==> src/rtl/flash_burst_reader.sv <==
// Avalon-MM burst-read master that streams flash words into a first-word-fall-through FIFO.
// Bursts are only issued when the FIFO plus in-flight words leave room for the whole burst.
module flash_burst_reader #(
  parameter  int unsigned DEPTH     = 128,
  parameter  int unsigned BURST_MAX = 64,
  localparam int unsigned ADDR_W    = 21,
  localparam int unsigned CNT_W     = 16,
  localparam int unsigned BC_W      = 7,
  localparam int unsigned BE_W      = 4,
  localparam int unsigned DATA_W    = 32
) (
  input  logic              clk_clk,
  input  logic              reset_reset_n,
  input  logic              start,
  input  logic [ADDR_W-1:0] src_addr,
  input  logic [CNT_W-1:0]  word_count,
  output logic              busy,
  output logic              done,
  output logic              avm_read,
  output logic [ADDR_W-1:0] avm_address,
  output logic [BC_W-1:0]   avm_burstcount,
  output logic [BE_W-1:0]   avm_byteenable,
  input  logic              avm_waitrequest,
  input  logic [DATA_W-1:0] avm_readdata,
  input  logic              avm_readdatavalid,
  output logic [DATA_W-1:0] out_data,
  output logic              out_valid,
  input  logic              out_ready
);

  localparam int unsigned   CW          = $clog2(DEPTH + 1);
  localparam int unsigned   AW          = $clog2(DEPTH);
  localparam logic [CW-1:0] DEPTH_C     = CW'(DEPTH);
  localparam logic [CNT_W-1:0] BURST_MAX_C = CNT_W'(BURST_MAX);

  typedef enum logic [1:0] {S_IDLE, S_REQ, S_DRAIN, S_DONE} state_e;

  state_e              state_q, state_d;
  logic [ADDR_W-1:0]   addr_q, addr_d;
  logic [CNT_W-1:0]    remaining_q, remaining_d;
  logic [CW-1:0]       pending_q, pending_d;
  logic [CW-1:0]       count_q, count_d;
  logic [CW-1:0]       free_d;
  logic [BC_W-1:0]     len_d;
  logic [AW-1:0]       wr_ptr_q, wr_ptr_d;
  logic [AW-1:0]       rd_ptr_q, rd_ptr_d;
  logic [DATA_W-1:0]   mem_q [DEPTH];

  logic                busy_q, busy_d;
  logic                done_q, done_d;
  logic                avm_read_q, avm_read_d;
  logic [ADDR_W-1:0]   avm_address_q, avm_address_d;
  logic [BC_W-1:0]     avm_burstcount_q, avm_burstcount_d;
  logic                out_valid_q, out_valid_d;
  logic [DATA_W-1:0]   out_data_q, out_data_d;

  logic                accept;
  logic                push;
  logic                pop;
  logic                mem_empty;
  logic                mem_we;

  // FIFO: out_data_q is the head slot, mem_q holds everything behind it.
  always_comb begin
    push        = avm_readdatavalid && (pending_q != '0);
    pop         = out_valid_q && out_ready;
    mem_empty   = (wr_ptr_q == rd_ptr_q);
    mem_we      = 1'b0;
    wr_ptr_d    = wr_ptr_q;
    rd_ptr_d    = rd_ptr_q;
    out_valid_d = out_valid_q;
    out_data_d  = out_data_q;

    if (pop) begin
      if (!mem_empty) begin
        out_data_d = mem_q[rd_ptr_q];
        rd_ptr_d   = rd_ptr_q + AW'(1);
      end else begin
        out_valid_d = 1'b0;
      end
    end

    if (push) begin
      if (!out_valid_q || (pop && mem_empty)) begin
        out_data_d  = avm_readdata;
        out_valid_d = 1'b1;
      end else begin
        mem_we   = 1'b1;
        wr_ptr_d = wr_ptr_q + AW'(1);
      end
    end

    count_d = count_q + CW'(push) - CW'(pop);
  end

  // Control FSM; issue decisions use post-edge counts so bursts can go back to back.
  always_comb begin
    state_d          = state_q;
    addr_d           = addr_q;
    remaining_d      = remaining_q;
    avm_read_d       = avm_read_q;
    avm_address_d    = avm_address_q;
    avm_burstcount_d = avm_burstcount_q;
    accept           = avm_read_q && !avm_waitrequest;

    if (accept) begin
      addr_d      = addr_q + ADDR_W'(avm_burstcount_q);
      remaining_d = remaining_q - CNT_W'(avm_burstcount_q);
      avm_read_d  = 1'b0;
    end
    pending_d = pending_q + (accept ? CW'(avm_burstcount_q) : CW'(0)) - CW'(push);

    case (state_q)
      S_IDLE: begin
        if (start) begin
          if (word_count == '0) begin
            state_d = S_DONE;
          end else begin
            addr_d      = src_addr;
            remaining_d = word_count;
            state_d     = S_REQ;
          end
        end
      end
      S_REQ: begin
        if (remaining_d == '0) state_d = S_DRAIN;
      end
      S_DRAIN: begin
        if ((pending_d == '0) && (count_d == '0)) state_d = S_DONE;
      end
      S_DONE: begin
        state_d = S_IDLE;
      end
      default: begin
        state_d = S_IDLE;
      end
    endcase

    len_d  = (remaining_d >= BURST_MAX_C) ? BC_W'(BURST_MAX) : BC_W'(remaining_d);
    free_d = DEPTH_C - count_d - pending_d;

    if ((state_q == S_REQ) && (state_d == S_REQ) && !avm_read_d &&
        (32'(free_d) >= 32'(len_d))) begin
      avm_read_d       = 1'b1;
      avm_address_d    = addr_d;
      avm_burstcount_d = len_d;
    end

    busy_d = (state_d == S_REQ) || (state_d == S_DRAIN);
    done_d = (state_d == S_DONE);
  end

  always_ff @(posedge clk_clk or negedge reset_reset_n) begin
    if (!reset_reset_n) begin
      state_q          <= S_IDLE;
      addr_q           <= '0;
      remaining_q      <= '0;
      pending_q        <= '0;
      count_q          <= '0;
      wr_ptr_q         <= '0;
      rd_ptr_q         <= '0;
      busy_q           <= 1'b0;
      done_q           <= 1'b0;
      avm_read_q       <= 1'b0;
      avm_address_q    <= '0;
      avm_burstcount_q <= '0;
      out_valid_q      <= 1'b0;
      out_data_q       <= '0;
    end else begin
      state_q          <= state_d;
      addr_q           <= addr_d;
      remaining_q      <= remaining_d;
      pending_q        <= pending_d;
      count_q          <= count_d;
      wr_ptr_q         <= wr_ptr_d;
      rd_ptr_q         <= rd_ptr_d;
      busy_q           <= busy_d;
      done_q           <= done_d;
      avm_read_q       <= avm_read_d;
      avm_address_q    <= avm_address_d;
      avm_burstcount_q <= avm_burstcount_d;
      out_valid_q      <= out_valid_d;
      out_data_q       <= out_data_d;
    end
  end

  // Storage behind the head slot carries no reset.
  always_ff @(posedge clk_clk) begin
    if (mem_we) mem_q[wr_ptr_q] <= avm_readdata;
  end

  assign busy           = busy_q;
  assign done           = done_q;
  assign avm_read       = avm_read_q;
  assign avm_address    = avm_address_q;
  assign avm_burstcount = avm_burstcount_q;
  assign avm_byteenable = 4'hF;
  assign out_valid      = out_valid_q;
  assign out_data       = out_data_q;

endmodule

==> config.mk <==
export PLATFORM = sky130hd
export DESIGN_NAME = flash_burst_reader
export DESIGN_NICKNAME = d
export VERILOG_FILES = /design/src/rtl/flash_burst_reader.sv
export SDC_FILE = /design/constraint.sdc
export NUM_CORES = 2
export LEC_CHECK = 0
export CORE_UTILIZATION = 63
export DETAILED_ROUTE_END_ITERATION = 8
export DONT_BUFFER_PORTS = 1
export GPL_TIMING_DRIVEN = 1
export PLACE_DENSITY_LB_ADDON = 0.2
export SYNTH_ARGS = -nofsm -noshare
export SYNTH_HDL_FRONTEND = slang
export SYNTH_SLANG_ARGS = --single-unit
==> constraint.sdc <==
create_clock -name clk_clk -period 6.6 [get_ports clk_clk]
set_input_delay 1.32 -clock clk_clk [delete_from_list [all_inputs] [get_ports clk_clk]]
set_output_delay 1.32 -clock clk_clk [all_outputs]
set_load 0.02 [all_outputs]
==> results.cfg <==
[run_status]
status = finished, final reports clean

[clocking]
cts_resized = 0
clock-sinks = 4229
clock_latency_ns = 0.95
clk_pin_slew_ns = 0.06
cts_hold_buffers = 0
post_cts_buffers = 0
cts_buffers = 407
htree_levels = 5
cts_root_buf = clkbuf_16
cts_max_path_buffers = 4
cts_tree = yes

[routing]
first_iter_violations = 10855
drt-pass1-iter-count = 5
wire_per_inst_um = 37.3
vias_per_cell = 7.05
wirelength_um = 408000
dr_total_vias = 77147
drtAntennaViolNets = 0
drcViolationCount = 0

[die]
core_mm2 = 0.258
num_io_pins = 143
die_h_um = 512
die_w_um = 512
initial_core_util = 0.635
fp.dieArea_mm2 = 0.262
num_rows = 186

[sta]
finalCriticalPeriod_ns = 5.47
relSlewSlack = 0.0398
fmax_ghz = 0.183
hold_violations = 0
tightest_slew_ns = 1.44
min_period_over_period = 0.829
fin_tns_setup_ns = 0
setup_viol = 0
whs_ns = 0.0663
drv_slew = 0
fin_skew_ns = 0.0615
rsz0062_at_grt = no

[worst_setup_path]
required_ns = 7.42
crit_arrival_ns = 6.30
r2r_setup_slack_ns = 1.13
setup.worst_path.end_class = flop
reg2reg_from = avm_burstcount[0]
worstSetupEndpoint = avm_address[6]
timing.rr.end = avm_address[6]
path_max_fanout = 29
ff2ff_path_depth = 20
cp-startpoint = avm_burstcount[0]
crit_type = flop to flop
critPathLaunchType = flop

[grt]
grt_first_pass_wirelength_um = 579000
antenna_found_initial = 16
overflow = 0
grt_pass1_vias = 78367
grt_max_degree = 134
grt_use_total = 0.317

[flow_run]
maxCapViolations = 0

[synth]
netlist_instances = 6935
synth_cell_types = 72
ys_ff_latch = 4229
synth_area_leaders = edfxtp_1, mux4_2, dfrtp_1
syn_avg_cell_area_um2 = 23.6
synth_top_area_cell = edfxtp_1
async_flop_share = 0.0314
yosysWarnings = 0
yosysMostFrequentCell = edfxtp_1
ys.flop_type = edfxtp_1
synth_common_cells = edfxtp_1, mux4_2, nor2_1, clkbuf_1, dfrtp_1
synth_edf_count = 4096
synth.top_cell.area_share = 0.752
synth_seq_area_share = 0.772
synth_area_mm2 = 0.164

[place]
gp_congestion = 0.920
hpwl_um = 209000
dp.cells = 10200
portBuffers = 0

[finish]
fin_nets = 7365
drive_gt1_frac = 0.299
layout.cells.non_filler = 10949
layout.filler_cells = 14222
areaGrowthSynthToFinish_pct = 11.5

[power]
power_mw = 80.7
vdd_drop_max_mv = 1.53
p_per_area_mw_per_mm2 = 442
p_leak_nw = 56.7

[worst_hold_path]
holdCritPathClass = input pin to asynchronous set/reset pin
worst max-delay path, stage by stage (launching register included):
cell      delay [ns]
dfrtp_1         0.58
ha_1            0.26
inv_1           0.06
fa_1            0.43
a211o_1         0.35
a211oi_1        0.45
o31ai_1         0.18
xor2_1          0.22
a31oi_1         0.13
or4_4           0.47
nor3_4          0.43
nand2_1         0.12
ha_1            0.32
a21o_1          0.16
a21oi_1         0.13
o21ai_0         0.11
nand3_1         0.09
nand2_1         0.07
o21ai_2         0.19
buf_12          0.23
mux2_2          0.36
routing by layer:
layer	global-route usage	vias up	share of wire
met5	0	-	0.00010
met4	0.129	6	0.047
met3	0.0728	796	0.12
met2	0.495	5166	0.48
met1	0.440	40988	0.36
li1	-	30191	-
layout by cell type, fill, tap and decap left out, drive strengths merged, types with 5 or more instances in the layout:
master    instances
xor2             16
a31oi             8
mux2i           115
o21ai            50
a21o              7
nand2b           14
clkinv          165
o31ai             7
a32o              5
fa                5
xnor2            44
nand3            14
diode             6
dfrtp           133
ha               60
o21bai            5
inv              80
buf             241
o2111ai           5
clkbuf          527
nor2            234
mux4           1288
bufinv           30
nand4             9
o22ai            49
nor2b            13
o21a              5
clkinvlp         12
and2              9
or2               8
mux2             24
a211oi           18
or3               5
nand2            90
nor3             80
nor4             11
a21oi            31
edfxtp         4096
nor3b             5
logic make-up (layout without fill, tap and decap cells):
| group | after synthesis | after routing | share of synthesized area |
|---|---|---|---|
| muxes | 1427 | 1427 | 0.186 |
| and+or+nand+nor | 504 | 504 | 0.0139 |
| AOI/OAI and AO/OA | 214 | 214 | 0.00854 |
| adders and majority gates | 65 | 65 | 0.00520 |
| xor gates and xnor gates | 61 | 61 | 0.00335 |
| buffers and inverters | 434 | 1055 | 0.0110 |
| DFF | 4229 | 4229 | 0.772 |
| other | 1 | 10 | 0.0000229 |
state kept, by name, summed over array words and instances, names as in the netlist, 2 cells and up:
| signal | flops |
|---|---|
| pending_q | 8 |
| rd_ptr_q | 7 |
| count_q | 8 |
| mem_q | 4096 |
| avm_burstcount | 7 |
| out_data | 32 |
| addr_q | 21 |
| wr_ptr_q | 7 |
| avm_address | 21 |
| state_q | 2 |
| remaining_q | 16 |
report_power, final:
group / internal (mW) / switching [mW] / leakage (nW)
sequential: 30.4 / 1.05 / 38.4
clock: 12.8 / 9.91 / 6.26
combinational: 12.0 / 14.5 / 12.0
worst min path at each step:
| stage | depth (start not counted) | start | slack (ns) | to |
|---|---|---|---|---|
| CTS | 0 | reset_reset_n | 0.002 | addr_q[15] |
| finish | 0 | reset_reset_n | 0.07 | remaining_q[7] |
| floorplan | 1 | count_q[0] | 0.49 | count_q[0] |
| detailed placement | 1 | count_q[0] | 0.52 | count_q[0] |
| global route | 0 | reset_reset_n | 0.02 | remaining_q[7] |
| global placement | 1 | count_q[0] | 0.53 | count_q[0] |
metrics by stage:
stage          setup WS [ns]  utilization  instance area [µm²]
2_1_floorplan          0.442            -               164000
3_3_place_gp           0.692        0.658               170000
3_5_place_dp           0.645        0.658               170000
4_1_cts                 1.20        0.708               182000
5_1_grt                0.719        0.708               182000
6_report                1.13        0.708               182000
cell type report:
cell class | instances | area (µm²) | area share
inverters | 71 | 267 | 0.00146
clock buffers | 527 | 10800 | 0.0594
multi-input cells | 2275 | 36500 | 0.200
diodes | 6 | 15.0 | 0.0000823
well taps | 3384 | 4230 | 0.0232
flip-flops and latches | 4229 | 126000 | 0.692
clock inverters | 216 | 2020 | 0.0111
repair buffers | 241 | 2230 | 0.0122
Note: power is estimated with default switching activity, not from simulation.
